--- src/rtl/vga_timing_window.sv ---
// 1024x768 raster generator with two window read-request decodes and a
// pixel mux that puts FIFO data (or background) onto the RGB565 output.
module vga_timing_window #(
    parameter int          H_SYNC   = 136,
    parameter int          H_BACK   = 160,
    parameter int          H_DISP   = 1024,
    parameter int          H_FRONT  = 24,
    parameter int          H_TOTAL  = 1344,
    parameter int          V_SYNC   = 6,
    parameter int          V_BACK   = 29,
    parameter int          V_DISP   = 768,
    parameter int          V_FRONT  = 3,
    parameter int          V_TOTAL  = 806,
    parameter int          IMG_W    = 256,
    parameter int          IMG_H    = 208,
    parameter int          IMG_X    = 0,
    parameter int          IMG_Y    = 0,
    parameter int          IMG_W2   = 800,
    parameter int          IMG_H2   = 600,
    parameter int          IMG_X2   = 112,
    parameter int          IMG_Y2   = 84,
    parameter logic [15:0] BG_COLOR = 16'h0000
) (
    input  logic        clk,
    input  logic        rst_n,
    input  logic        win_sel,
    input  logic [15:0] rd_data,
    output logic [11:0] hcnt,
    output logic [11:0] vcnt,
    output logic        first_rden,
    output logic        secon_rden,
    output logic        frame_start,
    output logic        vga_hs,
    output logic        vga_vs,
    output logic        vga_de,
    output logic [15:0] vga_rgb
);
    localparam int THB = H_SYNC + H_BACK;
    localparam int TVB = V_SYNC + V_BACK;

    localparam logic [11:0] H_LAST = 12'(H_TOTAL - 1);
    localparam logic [11:0] V_LAST = 12'(V_TOTAL - 1);
    localparam logic [11:0] HS_END = 12'(H_SYNC);
    localparam logic [11:0] VS_END = 12'(V_SYNC);
    localparam logic [11:0] DE_H0  = 12'(THB);
    localparam logic [11:0] DE_H1  = 12'(THB + H_DISP);
    localparam logic [11:0] DE_V0  = 12'(TVB);
    localparam logic [11:0] DE_V1  = 12'(TVB + V_DISP);
    // Read windows open one pixel early to cover the FIFO's 1-cycle latency.
    localparam logic [11:0] W1_H0  = 12'(THB - 1 + IMG_X);
    localparam logic [11:0] W1_H1  = 12'(THB - 1 + IMG_X + IMG_W);
    localparam logic [11:0] W1_V0  = 12'(TVB + IMG_Y);
    localparam logic [11:0] W1_V1  = 12'(TVB + IMG_Y + IMG_H);
    localparam logic [11:0] W2_H0  = 12'(THB - 1 + IMG_X2);
    localparam logic [11:0] W2_H1  = 12'(THB - 1 + IMG_X2 + IMG_W2);
    localparam logic [11:0] W2_V0  = 12'(TVB + IMG_Y2);
    localparam logic [11:0] W2_V1  = 12'(TVB + IMG_Y2 + IMG_H2);

    logic [11:0] hcnt_q, hcnt_d, vcnt_q, vcnt_d;
    logic        hs_q, hs_d, vs_q, vs_d, de_q, de_d;
    logic        r1_q, r1_d, r2_q, r2_d, fs_q, fs_d;
    logic        sel_q, win_q;

    // Decodes are taken on the next counter values so the registered
    // outputs line up with the counters presented in the same cycle.
    always_comb begin
        hcnt_d = hcnt_q + 12'd1;
        vcnt_d = vcnt_q;
        if (hcnt_q == H_LAST) begin
            hcnt_d = 12'd0;
            vcnt_d = (vcnt_q == V_LAST) ? 12'd0 : vcnt_q + 12'd1;
        end
        hs_d = (hcnt_d >= HS_END);
        vs_d = (vcnt_d >= VS_END);
        de_d = (hcnt_d >= DE_H0) && (hcnt_d < DE_H1) &&
               (vcnt_d >= DE_V0) && (vcnt_d < DE_V1);
        r1_d = (hcnt_d >= W1_H0) && (hcnt_d < W1_H1) &&
               (vcnt_d >= W1_V0) && (vcnt_d < W1_V1);
        r2_d = (hcnt_d >= W2_H0) && (hcnt_d < W2_H1) &&
               (vcnt_d >= W2_V0) && (vcnt_d < W2_V1);
        fs_d = (hcnt_d == 12'd0) && (vcnt_d == 12'd0);
    end

    always_ff @(posedge clk) begin
        if (!rst_n) begin
            hcnt_q <= 12'd0;
            vcnt_q <= 12'd0;
            hs_q   <= 1'b0;
            vs_q   <= 1'b0;
            de_q   <= 1'b0;
            r1_q   <= 1'b0;
            r2_q   <= 1'b0;
            fs_q   <= 1'b0;
            sel_q  <= 1'b0;
            win_q  <= 1'b0;
        end else begin
            hcnt_q <= hcnt_d;
            vcnt_q <= vcnt_d;
            hs_q   <= hs_d;
            vs_q   <= vs_d;
            de_q   <= de_d;
            r1_q   <= r1_d;
            r2_q   <= r2_d;
            fs_q   <= fs_d;
            if (fs_d)
                sel_q <= win_sel;
            win_q  <= sel_q ? r2_q : r1_q;
        end
    end

    assign hcnt        = hcnt_q;
    assign vcnt        = vcnt_q;
    assign vga_hs      = hs_q;
    assign vga_vs      = vs_q;
    assign vga_de      = de_q;
    assign first_rden  = r1_q;
    assign secon_rden  = r2_q;
    assign frame_start = fs_q;

    // Gating with de keeps FIFO data out of blanking even at a window edge.
    assign vga_rgb = (win_q && de_q) ? rd_data : (de_q ? BG_COLOR : 16'h0000);

endmodule

--- config.mk ---
export PLATFORM = sky130hd
export DESIGN_NAME = vga_timing_window
export DESIGN_NICKNAME = d
export VERILOG_FILES = /design/src/rtl/vga_timing_window.sv
export SDC_FILE = /design/constraint.sdc
export NUM_CORES = 1
export LEC_CHECK = 0
export CAP_MARGIN = 20
export CORE_ASPECT_RATIO = 1.25
export CORE_MARGIN = 10
export CORE_UTILIZATION = 45
export CTS_BUF_LIST = sky130_fd_sc_hd__clkbuf_8
export DETAILED_ROUTE_END_ITERATION = 10
export PLACE_DENSITY_LB_ADDON = 0.05
export SLEW_MARGIN = 15
export SYNTH_ARGS = -nofsm -noshare
export SYNTH_HDL_FRONTEND = slang
export SYNTH_SLANG_ARGS = --single-unit
--- constraint.sdc ---
create_clock -name clk -period 3.45 [get_ports clk]
set_input_delay 0.69 -clock clk [delete_from_list [all_inputs] [get_ports clk]]
set_output_delay 0.69 -clock clk [all_outputs]
set_load 0.03 [all_outputs]
==> summary.md <==
| Metric | Value |
|---|---|
| Initial Util | `between 40% and 50%` |
| Final non-filler cell total | `about 390` |
| Vias/cell | `between 5 and 6` |
| Switching power | `between 150 and 200 uW` |
| Ys Warns | `0` |
| Slew headroom | `between 40 and 50%` |
| Tmin final | `just over 3 ns` |
| Synth Flop Type | `dfxtp_1` |
| Floorplan die width | `about 82 um` |
| Top cells by area, synth | `dfxtp_1 (30%), and3_1 (5.8%), nor2_1 (5.2%)` |
| DRC violation total after the first TritonRoute iteration | `around 190` |
| WL per Instance | `17.1 um` |
| Root buffer cell | `clkbuf_8` |
| Placed Instance Area | `between 2000 and 3000 sq um` |
| Number of global-route vias before repair | `2248` |
| Fraction of layout cells with a size suffix above 1 | `under 10%` |
| Synthesized area | `about 2200 sq um` |
| Clock H-tree levels | `2` |
| Num ports | `65` |
| CP Capture Type | `flip-flop` |
| First-pass GRT wire length | `10900 um` |
| Register share of total power | `48.6%` |
| Maximum vdd drop | `between 200 and 250 uV` |
| WP buf/inv | `0` |
| Hold Vio Cnt, Final | `0` |
| Fin crit share | `about nine tenths` |
| Drt first pass iters | `6` |
| Sequential-to-total area share from yosys stat | `29.8%` |
| Hold WC Path Type | `reg -> reg` |
| Fin. max-slew vios | `0` |
| Reg area | `641 sq um` |
| Gates resized, CTS repair | `0` |
| Synth cell types | `55` |
| Async S/R FF share, synth | `0%` |
| Clock Power Share | `a little under half` |
| Clock Path Buffers | `2` |
| GR Util All Layers | `between 15 and 20%` |
| Crit path cell chain | `or4b_4 -> nor4_4 -> and3_1 -> mux2i_1 -> nand3_2 -> or4_1 -> a21oi_1` |
| Placed cells | `384` |
| Area of the multi-input gates | `~1400 sq um` |
| Port bufs | `64` |
| Final Net Count | `between 300 and 400` |
| WP data required | `between 3 and 4 ns` |
| Post-route ant nets | `0` |
| Synth area leader | `dfxtp_1` |
| Largest net degree at the start of global routing | `25` |
| Setup_tns | `0 ns` |
| # setup viols final | `0` |
| Hold_buf cts | `0` |
| Delay-heaviest family, CP | `simple AND/OR/NAND/NOR gates` |
| Synthesis-to-finish area growth | `36.7%` |
| Initial antenna violation count | `0` |
| RSZ-0062 raised after global routing | `false` |
| # Post-CTS Setup Buffers | `0` |
| Worst Skew | `approximately 0.013 ns` |
| Startpoint Class | `flip-flop` |
| Total CTS buffers | `5` |
| Pleak | `0.00108 uW` |
| Hold path start | `sel_q` |
| Post-Syn Instances | `269` |
| Mapped Nets | `292` |
| Filler cell count | `about 430` |
| Post-synthesis register bit count | `32` |
| Setup slack, reg-to-reg | `0.41 ns` |
| R2R Path Start | `hcnt[6]` |
| CTS tree | `done` |
| Kind of critical path | `reg -> reg` |
| Crit path DAT | `roughly 3.2 ns` |
| Vias | `between 2000 and 2500` |
| Post-route DRC violation count | `0` |
| Core Area | `4690 sq um` |
| Int Pwr | `approximately 610 uW` |
| CTS clk-pin slew, worst paths | `0.06 ns` |
| Design area | `roughly 2900 sq um` |
| Post-synth top cells | `dfxtp_1 (32), nor2_1 (30), and3_1 (20), nor3_1 (13), nand4_1 (12)` |
| Outcome | `finished, final reports clean` |
| CP peak stage delay | `0.62 ns` |
| DPL Wire Length | `slightly above 5000 um` |
| Die height | `around 100 um` |
| Worst setup path start | `hcnt[6]` |
| Switching fraction of total power | `between 20% and 30%` |
| Maxcap violations | `0` |
| Routability Congestion | `between 0.9 and 1` |
| Syn Area/Cell | `approximately 8 sq um` |
| Slowest-stage cell, CP | `or4b_4` |
| Worst hold slack | `between 0.4 and 0.5 ns` |
| Clock Latency Late Sink | `approximately 0.29 ns` |
| # rows | `28` |
| Max Clock Freq | `around 0.33 GHz` |
| Die area | `roughly 8000 sq um` |
| Number of enable flip-flop cells after synthesis | `0` |
| Count leader, synth | `dfxtp_1` |
| Worst Path Max Fanout | `12` |
| Synth top area share | `29.8%` |
| Slew @ Worst Pin | `0.830 ns` |
| PwrDens | `around 260 nW/um^2` |
| Ant diodes | `0` |
| Combinational share of power | `under 10%` |
| Final wirelength | `about 6700 um` |
| Num Clock Sinks | `32` |
| Total grt overflow | `0` |
## per-layer routing
| layer | track usage [%] | vias up | share of wire (%) |
|---|---|---|---|
| li1 | - | 1141 | - |
| met1 | 18.8 | 1077 | 41 |
| met2 | 27.6 | 99 | 48 |
| met3 | 4.81 | 22 | 8.4 |
| met4 | 7.35 | 0 | 2.6 |
| met5 | 0 | - | 0 |
## stage by stage
| step | total power, uW | setup WS, ns | utilization, % |
|---|---|---|---|
| floorplan | 402 | 0.563 | - |
| global placement | 432 | 0.548 | 60.4 |
| detailed placement | 433 | 0.478 | 60.4 |
| CTS | 777 | 0.444 | 62.7 |
| global route | 799 | 0.257 | 62.7 |
| finish | 773 | 0.413 | 62.7 |
## power groups by stage
stage / Combinational [uW] / Sequential (uW) / Clock [uW]
finish: 48.4 / 376 / 349
global route: 52.6 / 376 / 370
CTS: 48.9 / 376 / 352
detailed placement: 48.8 / 384 / 0
global placement: 48.4 / 384 / 0
floorplan: 12.1 / 390 / 0
## layout make-up
cell class	instances	area share [%]
flip-flops and latches	32	21.8
well taps	60	2.55
clock buffers	5	2.34
clock inverters	3	1.32
multi-input cells	217	48.4
inverters	7	0.892
repair buffers	68	22.8
## worst paths after layout
path | end | cells past startpoint
setup / recovery | sel_q | 7
hold reg to reg | sel_q | 2
setup reg to reg | sel_q | 7
hold / removal | sel_q | 2
## layout by cell type (no fill, tap or decap), types with 7 or more instances in the layout
cell type	n
clkdlybuf4s50_1	64
dfxtp_1	32
nor2_1	30
and3_1	20
nor3_1	13
nand4_1	12
o21ai_0	11
nand2_1	10
a21oi_1	9
a211oi_1	8
nor4_1	8
inv_1	8
and2_1	8
xnor2_1	8
nand3_1	7
## state kept, by name (all words and copies together) (netlist names)
register,flops
vga_de,1
vga_vs,1
win_q,1
sel_q,1
vcnt,12
hcnt,12
frame_start,1
first_rden,1
vga_hs,1
secon_rden,1
## kinds of logic (layout without fill, tap and decap cells)
group,after synthesis,after routing,share of synthesized area (%)
AOI/OAI and AO/OA,63,63,20.5
xor gates and xnor gates,11,11,4.47
adders and majority gates,4,4,2.32
buffers and inverters,20,83,4.13
DFF,32,32,29.7
muxes,5,5,2.91
and+or+nand+nor,134,134,35.9
## worst reg2reg max path, delay by kind of cell (launching register included)
kind               cells  cell delay (ns)
and+or+nand+nor        5             2.00
muxes                  1             0.39
DFF                    1             0.43
AOI/OAI and AO/OA      1             0.14
Note: power is estimated with default switching activity, not from simulation.
